### src/rtl/vmac_seq_pkg.sv
// Shared sizing constants for the vector MAC sequencer.
//   VECTOR  : lanes per packed word
//   I_WIDTH : bits per lane
//   VLEN    : packed word width
//   AW      : memory address width
//   LW      : job length width (0..2^AW inclusive)
package vmac_seq_pkg;

  localparam int unsigned VECTOR  = 3;
  localparam int unsigned I_WIDTH = 16;
  localparam int unsigned VLEN    = VECTOR * I_WIDTH;
  localparam int unsigned AW      = 10;
  localparam int unsigned LW      = AW + 1;

endpackage

### src/rtl/vmac_seq_pipe.sv
// Two-stage valid / destination-address shift register tracking elements in flight
// between the operand read and the result write.
//   clk, rst      : clock, asynchronous active-high reset
//   flush_i       : drop every element in flight
//   in_v_i        : a read is being issued this cycle
//   in_addr_i     : result address for that element
//   s1_v_o/addr_o : element whose operands sit in the mac_* registers
//   s2_v_o/addr_o : element being written this cycle (drives o_we / o_addr)
module vmac_seq_pipe
  import vmac_seq_pkg::*;
(
  input  logic          clk,
  input  logic          rst,
  input  logic          flush_i,
  input  logic          in_v_i,
  input  logic [AW-1:0] in_addr_i,
  output logic          s1_v_o,
  output logic [AW-1:0] s1_addr_o,
  output logic          s2_v_o,
  output logic [AW-1:0] s2_addr_o
);

  logic          s1_v_q, s2_v_q;
  logic [AW-1:0] s1_addr_q, s2_addr_q;

  // Addresses always shift; only the valids are cleared by a flush.
  always_ff @(posedge clk or posedge rst) begin
    if (rst) begin
      s1_v_q    <= 1'b0;
      s2_v_q    <= 1'b0;
      s1_addr_q <= '0;
      s2_addr_q <= '0;
    end else begin
      s1_addr_q <= in_addr_i;
      s2_addr_q <= s1_addr_q;
      if (flush_i) begin
        s1_v_q <= 1'b0;
        s2_v_q <= 1'b0;
      end else begin
        s1_v_q <= in_v_i;
        s2_v_q <= s1_v_q;
      end
    end
  end

  assign s1_v_o    = s1_v_q;
  assign s1_addr_o = s1_addr_q;
  assign s2_v_o    = s2_v_q;
  assign s2_addr_o = s2_addr_q;

endmodule

### src/rtl/vmac_seq.sv
// Sequencer for the vector_mac datapath: streams len packed operand words from the
// A/B/C memories, feeds vector_mac and writes each result to the output memory.
//   clk, rst                  : clock, asynchronous active-high reset
//   start, abort              : command (start sampled in IDLE; abort cancels a job)
//   len, src_base, dst_base   : job description, latched at start
//   mem_en, mem_addr          : shared operand read port; rdata sampled at the edge
//                               that ends the read cycle
//   a_rdata, b_rdata, c_rdata : operand read data
//   mac_a, mac_b, mac_c       : registered operands to vector_mac
//   mac_out                   : combinational vector_mac result
//   o_we, o_addr, o_wdata     : result memory write port
//   busy, done                : job status
module vmac_seq
  import vmac_seq_pkg::*;
(
  input  logic            clk,
  input  logic            rst,
  input  logic            start,
  input  logic            abort,
  input  logic [AW:0]     len,
  input  logic [AW-1:0]   src_base,
  input  logic [AW-1:0]   dst_base,
  output logic            mem_en,
  output logic [AW-1:0]   mem_addr,
  input  logic [VLEN-1:0] a_rdata,
  input  logic [VLEN-1:0] b_rdata,
  input  logic [VLEN-1:0] c_rdata,
  output logic [VLEN-1:0] mac_a,
  output logic [VLEN-1:0] mac_b,
  output logic [VLEN-1:0] mac_c,
  input  logic [VLEN-1:0] mac_out,
  output logic            o_we,
  output logic [AW-1:0]   o_addr,
  output logic [VLEN-1:0] o_wdata,
  output logic            busy,
  output logic            done
);

  typedef enum logic [1:0] {IDLE, ISSUE, DRAIN, DONE} state_t;

  state_t          state_q;
  logic [LW-1:0]   rem_q;
  logic            mem_en_q;
  logic [AW-1:0]   mem_addr_q;
  logic [AW-1:0]   dst_nxt_q;
  logic            busy_q;
  logic            done_q;
  logic [VLEN-1:0] mac_a_q, mac_b_q, mac_c_q;
  logic [VLEN-1:0] o_wdata_q;

  logic            issue_v_d;
  logic            flush_d;
  logic            s1_v, s2_v;
  logic [AW-1:0]   s1_addr, s2_addr;

  // An issued read enters the pipe unless the job is cancelled in the same cycle.
  always_comb begin
    issue_v_d = mem_en_q & ~abort;
    flush_d   = abort & ((state_q == ISSUE) | (state_q == DRAIN));
  end

  vmac_seq_pipe u_pipe (
    .clk       (clk),
    .rst       (rst),
    .flush_i   (flush_d),
    .in_v_i    (issue_v_d),
    .in_addr_i (dst_nxt_q),
    .s1_v_o    (s1_v),
    .s1_addr_o (s1_addr),
    .s2_v_o    (s2_v),
    .s2_addr_o (s2_addr)
  );

  // Control FSM; rem_q counts reads still to issue including the current one.
  always_ff @(posedge clk or posedge rst) begin
    if (rst) begin
      state_q    <= IDLE;
      rem_q      <= '0;
      mem_en_q   <= 1'b0;
      mem_addr_q <= '0;
      dst_nxt_q  <= '0;
      busy_q     <= 1'b0;
      done_q     <= 1'b0;
    end else begin
      case (state_q)
        IDLE: begin
          done_q <= 1'b0;
          if (start && !abort) begin
            if (len == LW'(0)) begin
              state_q <= DONE;
              done_q  <= 1'b1;
            end else begin
              state_q    <= ISSUE;
              busy_q     <= 1'b1;
              mem_en_q   <= 1'b1;
              mem_addr_q <= src_base;
              dst_nxt_q  <= dst_base;
              rem_q      <= len;
            end
          end
        end
        ISSUE: begin
          if (abort) begin
            state_q  <= IDLE;
            mem_en_q <= 1'b0;
            busy_q   <= 1'b0;
          end else begin
            dst_nxt_q <= dst_nxt_q + AW'(1);
            if (rem_q == LW'(1)) begin
              state_q  <= DRAIN;
              mem_en_q <= 1'b0;
            end else begin
              rem_q      <= rem_q - LW'(1);
              mem_addr_q <= mem_addr_q + AW'(1);
            end
          end
        end
        DRAIN: begin
          if (abort) begin
            state_q <= IDLE;
            busy_q  <= 1'b0;
          end else if (!s1_v) begin
            // Last element is being written now; nothing left behind it.
            state_q <= DONE;
            busy_q  <= 1'b0;
            done_q  <= 1'b1;
          end
        end
        DONE: begin
          state_q <= IDLE;
          done_q  <= 1'b0;
        end
        default: state_q <= IDLE;
      endcase
    end
  end

  // Operand and result registers hold their value when nothing is in flight.
  always_ff @(posedge clk or posedge rst) begin
    if (rst) begin
      mac_a_q   <= '0;
      mac_b_q   <= '0;
      mac_c_q   <= '0;
      o_wdata_q <= '0;
    end else begin
      if (issue_v_d) begin
        mac_a_q <= a_rdata;
        mac_b_q <= b_rdata;
        mac_c_q <= c_rdata;
      end
      if (s1_v) o_wdata_q <= mac_out;
    end
  end

  assign mem_en   = mem_en_q;
  assign mem_addr = mem_addr_q;
  assign mac_a    = mac_a_q;
  assign mac_b    = mac_b_q;
  assign mac_c    = mac_c_q;
  assign o_we     = s2_v;
  assign o_addr   = s2_addr;
  assign o_wdata  = o_wdata_q;
  assign busy     = busy_q;
  assign done     = done_q;

endmodule

### config.mk
export PLATFORM = sky130hd
export DESIGN_NAME = vmac_seq
export DESIGN_NICKNAME = d
export VERILOG_FILES = /design/src/rtl/vmac_seq_pkg.sv /design/src/rtl/vmac_seq_pipe.sv /design/src/rtl/vmac_seq.sv
export SDC_FILE = /design/constraint.sdc
export NUM_CORES = 1
export LEC_CHECK = 0
export BUFFER_PORTS_ARGS = -buffer_cell sky130_fd_sc_hd__buf_2
export CAP_MARGIN = 5
export CORE_AREA = 8 8 164 166
export DETAILED_ROUTE_END_ITERATION = 8
export DIE_AREA = 0 0 172 174
export GPL_ROUTABILITY_DRIVEN = 0
export MAX_ROUTING_LAYER = met4
export PLACE_DENSITY = 0.71
export SLEW_MARGIN = 20
export SYNTH_ARGS = -nofsm -noshare
export SYNTH_HDL_FRONTEND = slang
export SYNTH_SLANG_ARGS = --single-unit
### constraint.sdc
create_clock -name clk -period 9.1 [get_ports clk]
set_clock_uncertainty 0.05 [all_clocks]
set_input_delay 0.91 -clock clk [delete_from_list [all_inputs] [get_ports clk]]
set_output_delay 0.91 -clock clk [all_outputs]
set_load 0.05 [all_outputs]
==> flow_summary.yaml, run 1 <==
grt:
  gr-total-overflow: 0
  grt_antenna_before_repair: 4
  grt_usage_pct: 20.32
  grt_pass1_wl_um: 46140
  grt_pass1_vias: 7872
  grt_max_degree: 117
synthesis:
  synthCells: 711
  ys_types: 51
  synth-seq-cells: 250
  ys_warn_count: 0
  syn_area_per_cell_um2: 14.03
  synth-async-reset-ratio_pct: 100.0
  yosysSeqAreaShare_pct: 62.71
  synth_fp_nets: 947
  synth_edf_count: 0
  dominantRegCellSynth: "dfrtp_1"
  syn_area_um2: 9976
sta:
  slew_violations: 0
  final.min_clock_period_ns: 3.292
  grt_setup_unrepaired: "false"
  fmaxAchievable_ghz: 0.3038
  setup_viol: 0
  worst_slew_pin_slew_ns: 0.9114
  tns_ns: 0
  relSlewSlack_pct: 39.24
  fin_crit_sh_pct: 36.17
  hold_viol: 0
cts:
  cts_setup_buffers: 0
  cts.hold.buffers_added: 0
  cts_buffer_depth: 3
  path_clk_slew_ns: 0.06
  numCtsBuffers: 27
  cts_resized: 0
  numClockSinks: 250
  htreeDepth: 1
  cts-root-buf: "clkbuf_16"
  cts_tree: "done"
  clk_latency_ns: 0.52
critical_path:
  path_max_fanout: 49
  rr_worst_depth: 8
  startpoint: "state_q[1]"
  rr_startpoint: "state_q[1]"
  crit_path_start_kind: "flop"
  worst_ep_required_time_ns: 9.49
  arrival_ns: 3.68
  r2r-end: "rem_q[3]"
  cp-endpoint: "rem_q[3]"
  end_kind: "flop"
  r2r_slack_ns: 5.81
  path_class: "reg2reg"
flow_run:
  drv_cap: 0
die:
  core_um2: 24530
  die_y_um: 174
  initial_core_util_pct: 40.67
  die-area_um2: 29930
  row_count: 58
  die-width_um: 172
  ios: 443
layout:
  synthToLayoutAreaGrowth_pct: 34.00
  final_cell_area_um2: 13370
  fin_cells: 1500
  drive_gt1_share_pct: 59.20
  nets: 1385
hold_path:
  hold_class: "reg2reg"
detailed_routing:
  wirelength_um: 31080
  vias: 7558
  dr.pass1.iters: 5
  ant_nets: 0
  drt_iter0_markers: 446
  drc: 0
  avgRoutedWirePerCell_um: 20.72
  vias_per_cell: 5.039
status:
  status: "finished, final reports clean"
place:
  dp_hpwl_um: 23610
  port_buffers: 442
  dpl-instance-area_um2: 12490
  dpl.cell_count: 1450
==> cells in the mapped netlist, types with 2 or more instances <==
master     instances  area (um2)
and3_1             4       25.02
o22a_1             2       17.52
a21boi_0           2       15.01
nor2_1            17       63.81
o2bb2ai_1          3       26.28
clkbuf_1          22       82.58
mux2i_1            3       30.03
inv_1              8       30.03
o31ai_1            3       22.52
nor2b_1            2       12.51
mux2_2           193        2173
nand3_1           15       75.07
nand4_1           11       68.82
nor4_1             4       25.02
ha_1               9       112.6
or3_1              4       25.02
a21oi_1           29       145.1
nor3_1            12       60.06
o21ai_1            2       10.01
buf_2             11       55.05
dfrtp_1          250        6256
buf_1              5       18.77
o32ai_1            2       17.52
nand2b_1           3       18.77
nand2_1           25       93.84
o21ai_0           22       110.1
a22oi_1            6       45.04
a2bb2oi_1          3       26.28
o22ai_1           13       81.33
o311ai_0           3       26.28
or4_1              3       22.52
==> layer usage <==
metal  track usage [%]  vias to the layer above  wire [um]
li1                  -                     3461          -
met1             23.41                     3687      11790
met2             34.11                      343      15500
met3             4.946                       67       2686
met4             6.899                        0       1112
met5                 -                        -          0
==> cell usage in the layout (no fill, tap or decap), drive strengths merged, types with 4 or more instances in the layout <==
cell type and n:
mux2 193, nor2 17, nor3 13, nand3 15
and3 4, o21ai 24, dfrtp 250, nor4 4
a21oi 30, nand2 25, clkbuf 42, clkinv 7
buf 448, o31ai 4, ha 9, a22oi 6
o22ai 13, inv 8, nand4 11, or3 4
==> critical path, cell delays in order (launching register included) <==
cell       delay, ns
dfrtp_1         0.46
inv_1           0.14
ha_1            0.15
buf_4           0.42
mux2i_1         0.14
nor2_1          0.55
nand2_1         0.59
a21oi_1         0.50
a2bb2oi_1       0.20
==> worst min-delay path by stage <==
stage                               end  slack [ns]                 from  depth (start not counted)
floorplan           u_pipe.s2_addr_o[0]        0.28  u_pipe.s1_addr_o[0]                          0
global placement    u_pipe.s2_addr_o[0]        0.28  u_pipe.s1_addr_o[0]                          0
detailed placement  u_pipe.s2_addr_o[4]        0.28  u_pipe.s1_addr_o[4]                          0
CTS                 u_pipe.s2_addr_o[4]        0.30  u_pipe.s1_addr_o[4]                          0
global route        u_pipe.s2_addr_o[4]        0.31  u_pipe.s1_addr_o[4]                          0
finish              u_pipe.s2_addr_o[4]        0.30  u_pipe.s1_addr_o[4]                          0
==> final cells by class <==
type / count / area, um2
Clock buffer: 42 / 802.0
Antenna cell: 1 / 2.502
Timing Repair Buffer: 448 / 2257
Tap cell: 330 / 412.9
Clock inverter: 7 / 67.56
Fill cell: 2135 / 11160
Inverter: 9 / 41.29
Sequential cell: 250 / 6257
Multi-Input combinational cell: 413 / 3527
==> flip-flops by register name (all words and copies together) (netlist names), 2 cells and up <==
register	flops
state_q	2
u_pipe.s1_addr_o	10
mem_addr	10
mac_b	48
mac_a	48
dst_nxt_q	10
rem_q	11
mac_c	48
o_wdata	48
u_pipe.s2_addr_o	10
==> cell families after synthesis <==
family | share of synthesized area (%)
AOI/OAI and AO/OA | 6.422
DFF | 62.71
buffers and inverters | 2.019
adders and majority gates | 1.129
muxes | 22.09
and+or+nand+nor | 5.632
==> metrics by stage <==
stage                     utilization, %  setup WS (ns)  hold WS [ns]
after global placement             50.94          5.268        0.2827
after global routing               54.50          5.558        0.3077
after detailed placement           50.94          5.249        0.2847
after CTS                          54.48          5.573        0.2986
final                              54.50          5.808        0.2986
after floorplan                        -          1.268        0.2812
Power of run 1 is not shown: default switching activity piles up to over one toggle a cycle in this logic, so the estimate is an artifact.
==> run 2, diff against run 1 <==
==> constraint.sdc (replaced) <==
create_clock -name clk -period 3.3 [get_ports clk]
set_clock_uncertainty 0.05 [all_clocks]
set_input_delay 0.33 -clock clk [delete_from_list [all_inputs] [get_ports clk]]
set_output_delay 0.33 -clock clk [all_outputs]
set_load 0.05 [all_outputs]
==> flow_summary.yaml, run 2 (synthesis results as in run 1) <==
cts:
  clk_latency_ns: 0.52
  htreeDepth: 1
  cts_tree: "done"
  numClockSinks: 250
  numCtsBuffers: 27
  path_clk_slew_ns: 0.06
  cts-root-buf: "clkbuf_16"
  cts_buffer_depth: 3
layout:
  fillCellCount: 1807
  final_cell_area_um2: 15470
  final_cell_mix: "442 x buf_2, 249 x dfrtp_1, 193 x mux2_2, 193 x dlygate4sd3_1, 29 x a21oi_1"
  layout_commonest_cell: "buf_2"
  fin_cells: 1705
  register_area_um2: 6257
  synthToLayoutAreaGrowth_pct: 55.06
  drive_gt1_share_pct: 51.57
  final_util_pct: 63.06
  nets: 1587
  multi_input_area_um2: 3527
critical_path:
  arrival_ns: 3.04
  worst_ep_required_time_ns: 3.69
  path_max_fanout: 48
  path_class: "reg2reg"
  crit_path_start_kind: "flop"
  end_kind: "flop"
detailed_routing:
  wirelength_um: 35920
  dr.pass1.iters: 5
  avgRoutedWirePerCell_um: 21.07
  vias_per_cell: 5.012
  drc: 0
  vias: 8546
  drt_iter0_markers: 622
  ant_nets: 0
sta:
  relSlewSlack_pct: 40.02
  slew_violations: 0
  layout_setup_ws_ns: 0.6429
  setup_viol: 0
  fmaxAchievable_ghz: 0.3763
  worst_slew_pin_slew_ns: 0.8978
  hold_viol: 0
  whs_ns: 0.03324
  final.min_clock_period_ns: 2.657
  fin_crit_sh_pct: 80.52
  grt_setup_unrepaired: "false"
pwr:
  p_leak_nw: 7.281
  ir_drop_mv: 0.6690
  power_density_nw_per_um2: 1203
grt:
  grt_max_degree: 82
  gr-total-overflow: 0
  grt_pass1_vias: 9310
  grt_pass1_wl_um: 54270
  grt_usage_pct: 23.79
  grt_antenna_before_repair: 4
place:
  dp_hpwl_um: 23260
  dpl.cell_count: 1459
  port_buffers: 442
  dp_slack_ns: 0.6207
  dpl-instance-area_um2: 12600
die:
  die_y_um: 174
  die-width_um: 172
  row_count: 58
  ios: 443
  initial_core_util_pct: 40.67
  die-area_um2: 29930
  core_um2: 24530
status:
  status: "finished, final reports clean"
hold_path:
  hold_class: "in2reg"
flow_run:
  drv_cap: 0
-- run 2: cell count changes in the layout (fill, tap and decap cells not counted), moves of 3 or more --
cell / before / now
clkbuf_1: 8 / 2
bufinv_16: 1 / 4
buf_12: 0 / 3
clkinv_2: 4 / 9
dlygate4sd3_1: 0 / 193
buf_4: 6 / 12
clkbuf_8: 7 / 4
diode_2: 1 / 4
-- run 2: path summary, 6_finish.rpt --
path                                startpoint             endpoint  slack [ns]  depth (start not counted)
setup / recovery                    state_q[1]         dst_nxt_q[5]        0.64                          7
hold / removal                     dst_base[4]         dst_nxt_q[4]        0.03                          3
min in group asynchronous                  rst            mac_b[42]        0.50                          3
max in group asynchronous                  rst            mac_c[45]        1.87                          4
setup reg to reg                    state_q[1]         dst_nxt_q[5]        0.64                          7
hold reg to reg            u_pipe.s1_addr_o[9]  u_pipe.s2_addr_o[9]        0.30                          0
-- run 2: final cells by class --
type / count / share of cell area (%)
Antenna cell: 4 / 0.06471
Clock buffer: 33 / 4.772
Clock inverter: 16 / 1.238
Inverter: 9 / 0.2427
Multi-Input combinational cell: 413 / 22.80
Sequential cell: 250 / 40.45
Tap cell: 330 / 2.669
Timing Repair Buffer: 650 / 27.76
-- run 2: per-stage QoR --
| step | power (mW) | TNS (ns) |
|---|---|---|
| after floorplan | 12.66 | -91.92 |
| after global placement | 14.96 | 0 |
| after detailed placement | 15.15 | 0 |
| after CTS | 18.53 | 0 |
| after global routing | 19.39 | 0 |
| final | 18.61 | 0 |
-- run 2: report_power, final --
group | leakage [nW] | switching [mW] | internal (mW)
Combinational | 3.85 | 7.15 | 2.75
Sequential | 2.96 | 0.967 | 4.60
Clock | 0.469 | 1.24 | 1.91
-- run 2: worst max-delay path: stages, from the launching register on --
cell and delay (ns):
dfrtp_1 0.43, inv_1 0.12, ha_1 0.17, buf_4 0.42
clkinv_1 0.57, nand3_1 0.49, o22ai_1 0.14, a21oi_1 0.15
-- run 2: routing by layer --
| metal | vias up | wire (um) | global-route usage, % |
|---|---|---|---|
| met2 | 406 | 18060 | 39.84 |
| met1 | 4170 | 13300 | 26.52 |
| met5 | - | 0 | - |
| li1 | 3859 | - | - |
| met4 | 0 | 1968 | 12.43 |
| met3 | 111 | 2595 | 4.605 |
-- run 2: timing repair --
action,4_1_cts,5_1_grt
hold endpoints to repair,219,0
resized for setup,0,0
buffers inserted,0,0
hold buffers,193,0
No activity file was read; power rests on OpenSTA's default activity.
==> run 3, diff against run 2 <==
--- a/config.mk
+++ b/config.mk
@@ -7,12 +7,12 @@
 export LEC_CHECK = 0
 export BUFFER_PORTS_ARGS = -buffer_cell sky130_fd_sc_hd__buf_2
 export CAP_MARGIN = 5
-export CORE_AREA = 8 8 164 166
+export CORE_AREA = 8 8 166 168
 export DETAILED_ROUTE_END_ITERATION = 8
-export DIE_AREA = 0 0 172 174
+export DIE_AREA = 0 0 174 176
 export GPL_ROUTABILITY_DRIVEN = 0
 export MAX_ROUTING_LAYER = met4
-export PLACE_DENSITY = 0.71
+export PLACE_DENSITY = 0.73
 export SLEW_MARGIN = 20
 export SYNTH_ARGS = -nofsm -noshare
 export SYNTH_HDL_FRONTEND = slang
==> constraint.sdc (replaced) <==
create_clock -name clk -period 2.2 [get_ports clk]
set_clock_uncertainty 0.05 [all_clocks]
set_input_delay 0.22 -clock clk [delete_from_list [all_inputs] [get_ports clk]]
set_output_delay 0.22 -clock clk [all_outputs]
set_load 0.05 [all_outputs]
==> flow_summary.yaml, run 3 (synthesis results as in run 1) <==
critical_path:
  r2r_slack_ns: 0.04
  rr_worst_depth: 9
  r2r-end: "mem_addr[6]"
  arrival_ns: 2.51
  path_max_fanout: 48
  worst_ep_required_time_ns: 2.55
  end_kind: "flop"
  path_class: "reg2reg"
  crit_path_start_kind: "flop"
  rr_startpoint: "state_q[1]"
die:
  die-area_um2: 30620
  die_y_um: 176
  ios: 443
  row_count: 58
  die-width_um: 174
  core_um2: 24820
  initial_core_util_pct: 40.19
pwr:
  power_density_nw_per_um2: 1764
  p_int_mw: 13.87
  power.net_switching_mw: 14.20
  p_comb_share_pct: 54.8
  power.share.clock_pct: 15.5
  p_leak_nw: 7.477
  fin_total_pwr_mw: 28.08
  ir_drop_mv: 1.106
  pwr-share-seq_pct: 29.6
  swShare_pct: 50.59
grt:
  grt_pass1_wl_um: 56520
  gr-total-overflow: 0
  grt_pass1_vias: 9798
  grt_max_degree: 80
  grt_antenna_before_repair: 3
  grt_usage_pct: 23.82
hold_path:
  min_path_cells: 4
  holdPathEnd: "rem_q[6]"
  min-delay-start: "len[6]"
  hold_class: "in2reg"
flow_run:
  drv_cap: 0
layout:
  fillCellCount: 1777
  final_util_pct: 64.13
  nets: 1635
  final_cell_area_um2: 15920
  final_cell_mix: "442 x buf_2, 249 x dfrtp_1, 221 x dlygate4sd3_1, 192 x mux2_2"
  fin_cells: 1749
  layout_commonest_cell: "buf_2"
  synthToLayoutAreaGrowth_pct: 59.54
  drive_gt1_share_pct: 51.34
cts:
  numCtsBuffers: 26
  cts_tree: "done"
  htreeDepth: 1
  path_clk_slew_ns: 0.06
  numClockSinks: 250
  cts_buffer_depth: 3
  cts-root-buf: "clkbuf_16"
  clk_latency_ns: 0.52
detailed_routing:
  vias: 8899
  ant_nets: 0
  drt_iter0_markers: 611
  dr.pass1.iters: 5
  avgRoutedWirePerCell_um: 21.20
  wirelength_um: 37080
  drc: 0
  vias_per_cell: 5.088
sta:
  whs_ns: 0.03115
  setup_viol: 0
  relSlewSlack_pct: 58.58
  fin_crit_sh_pct: 98.06
  final.min_clock_period_ns: 2.157
  hold_viol: 0
  tns_ns: 0
  grt_setup_unrepaired: "true"
  layout_setup_ws_ns: 0.04272
  worst_slew_pin_slew_ns: 0.6199
  slew_violations: 0
  fmaxAchievable_ghz: 0.4635
place:
  dp_slack_ns: -0.02227
  dpl-instance-area_um2: 12780
  dpl.cell_count: 1477
  port_buffers: 442
  dp_hpwl_um: 23520
status:
  status: "finished, final reports clean"
-- run 3: repair_timing --
action,4_1_cts,5_1_grt
buffers inserted,0,3
resized for setup,2,8
pin swaps,1,3
setup endpoints to repair,7,13
hold buffers,221,0
endpoints found under the hold margin,231,0
cloned,0,0
-- run 3: area by class of cell --
cell class,instances,area (um2),area share [%]
inverter,9,37.54,0.2358
tap,330,412.9,2.594
timing repair buffer,699,4782,30.05
sequential,250,6257,39.32
clock inverter,8,76.32,0.4796
antenna,3,7.507,0.04717
clock buffer,37,773.2,4.858
multi-input combinational,413,3568,22.42
-- run 3: worst max path at each step --
stage                from     endpoint  depth (start not counted)
6_report       state_q[1]  mem_addr[6]                          9
5_1_grt          rem_q[0]     rem_q[8]                          8
4_1_cts          rem_q[1]   state_q[1]                          7
3_5_place_dp     rem_q[1]   state_q[1]                          7
3_3_place_gp     rem_q[1]   state_q[1]                          7
2_1_floorplan         rst         busy                          1
-- run 3: power groups by stage --
stage	clock [mW]	combinational, mW	sequential [mW]
2_1_floorplan	0	3.77	15.2
3_3_place_gp	0	14.6	8.06
3_5_place_dp	0	14.8	8.21
4_1_cts	4.43	15.2	8.16
5_1_grt	4.63	16.0	8.59
6_report	4.36	15.4	8.32
-- run 3: critical path: stages (launching register included) --
cell and delay [ns]:
dfrtp_1 0.37, inv_1 0.11, ha_1 0.25, buf_12 0.25
o31ai_4 0.12, buf_4 0.16, buf_4 0.13, or4_1 0.39
o21ai_0 0.10, a21oi_1 0.09
-- run 3: layer usage --
layer | up-vias | track usage, % | wire length, um
li1 | 3962 | - | -
met1 | 4376 | 25.90 | 13990
met2 | 456 | 41.02 | 18810
met3 | 105 | 5.277 | 2419
met4 | 0 | 11.65 | 1863
met5 | - | - | 0
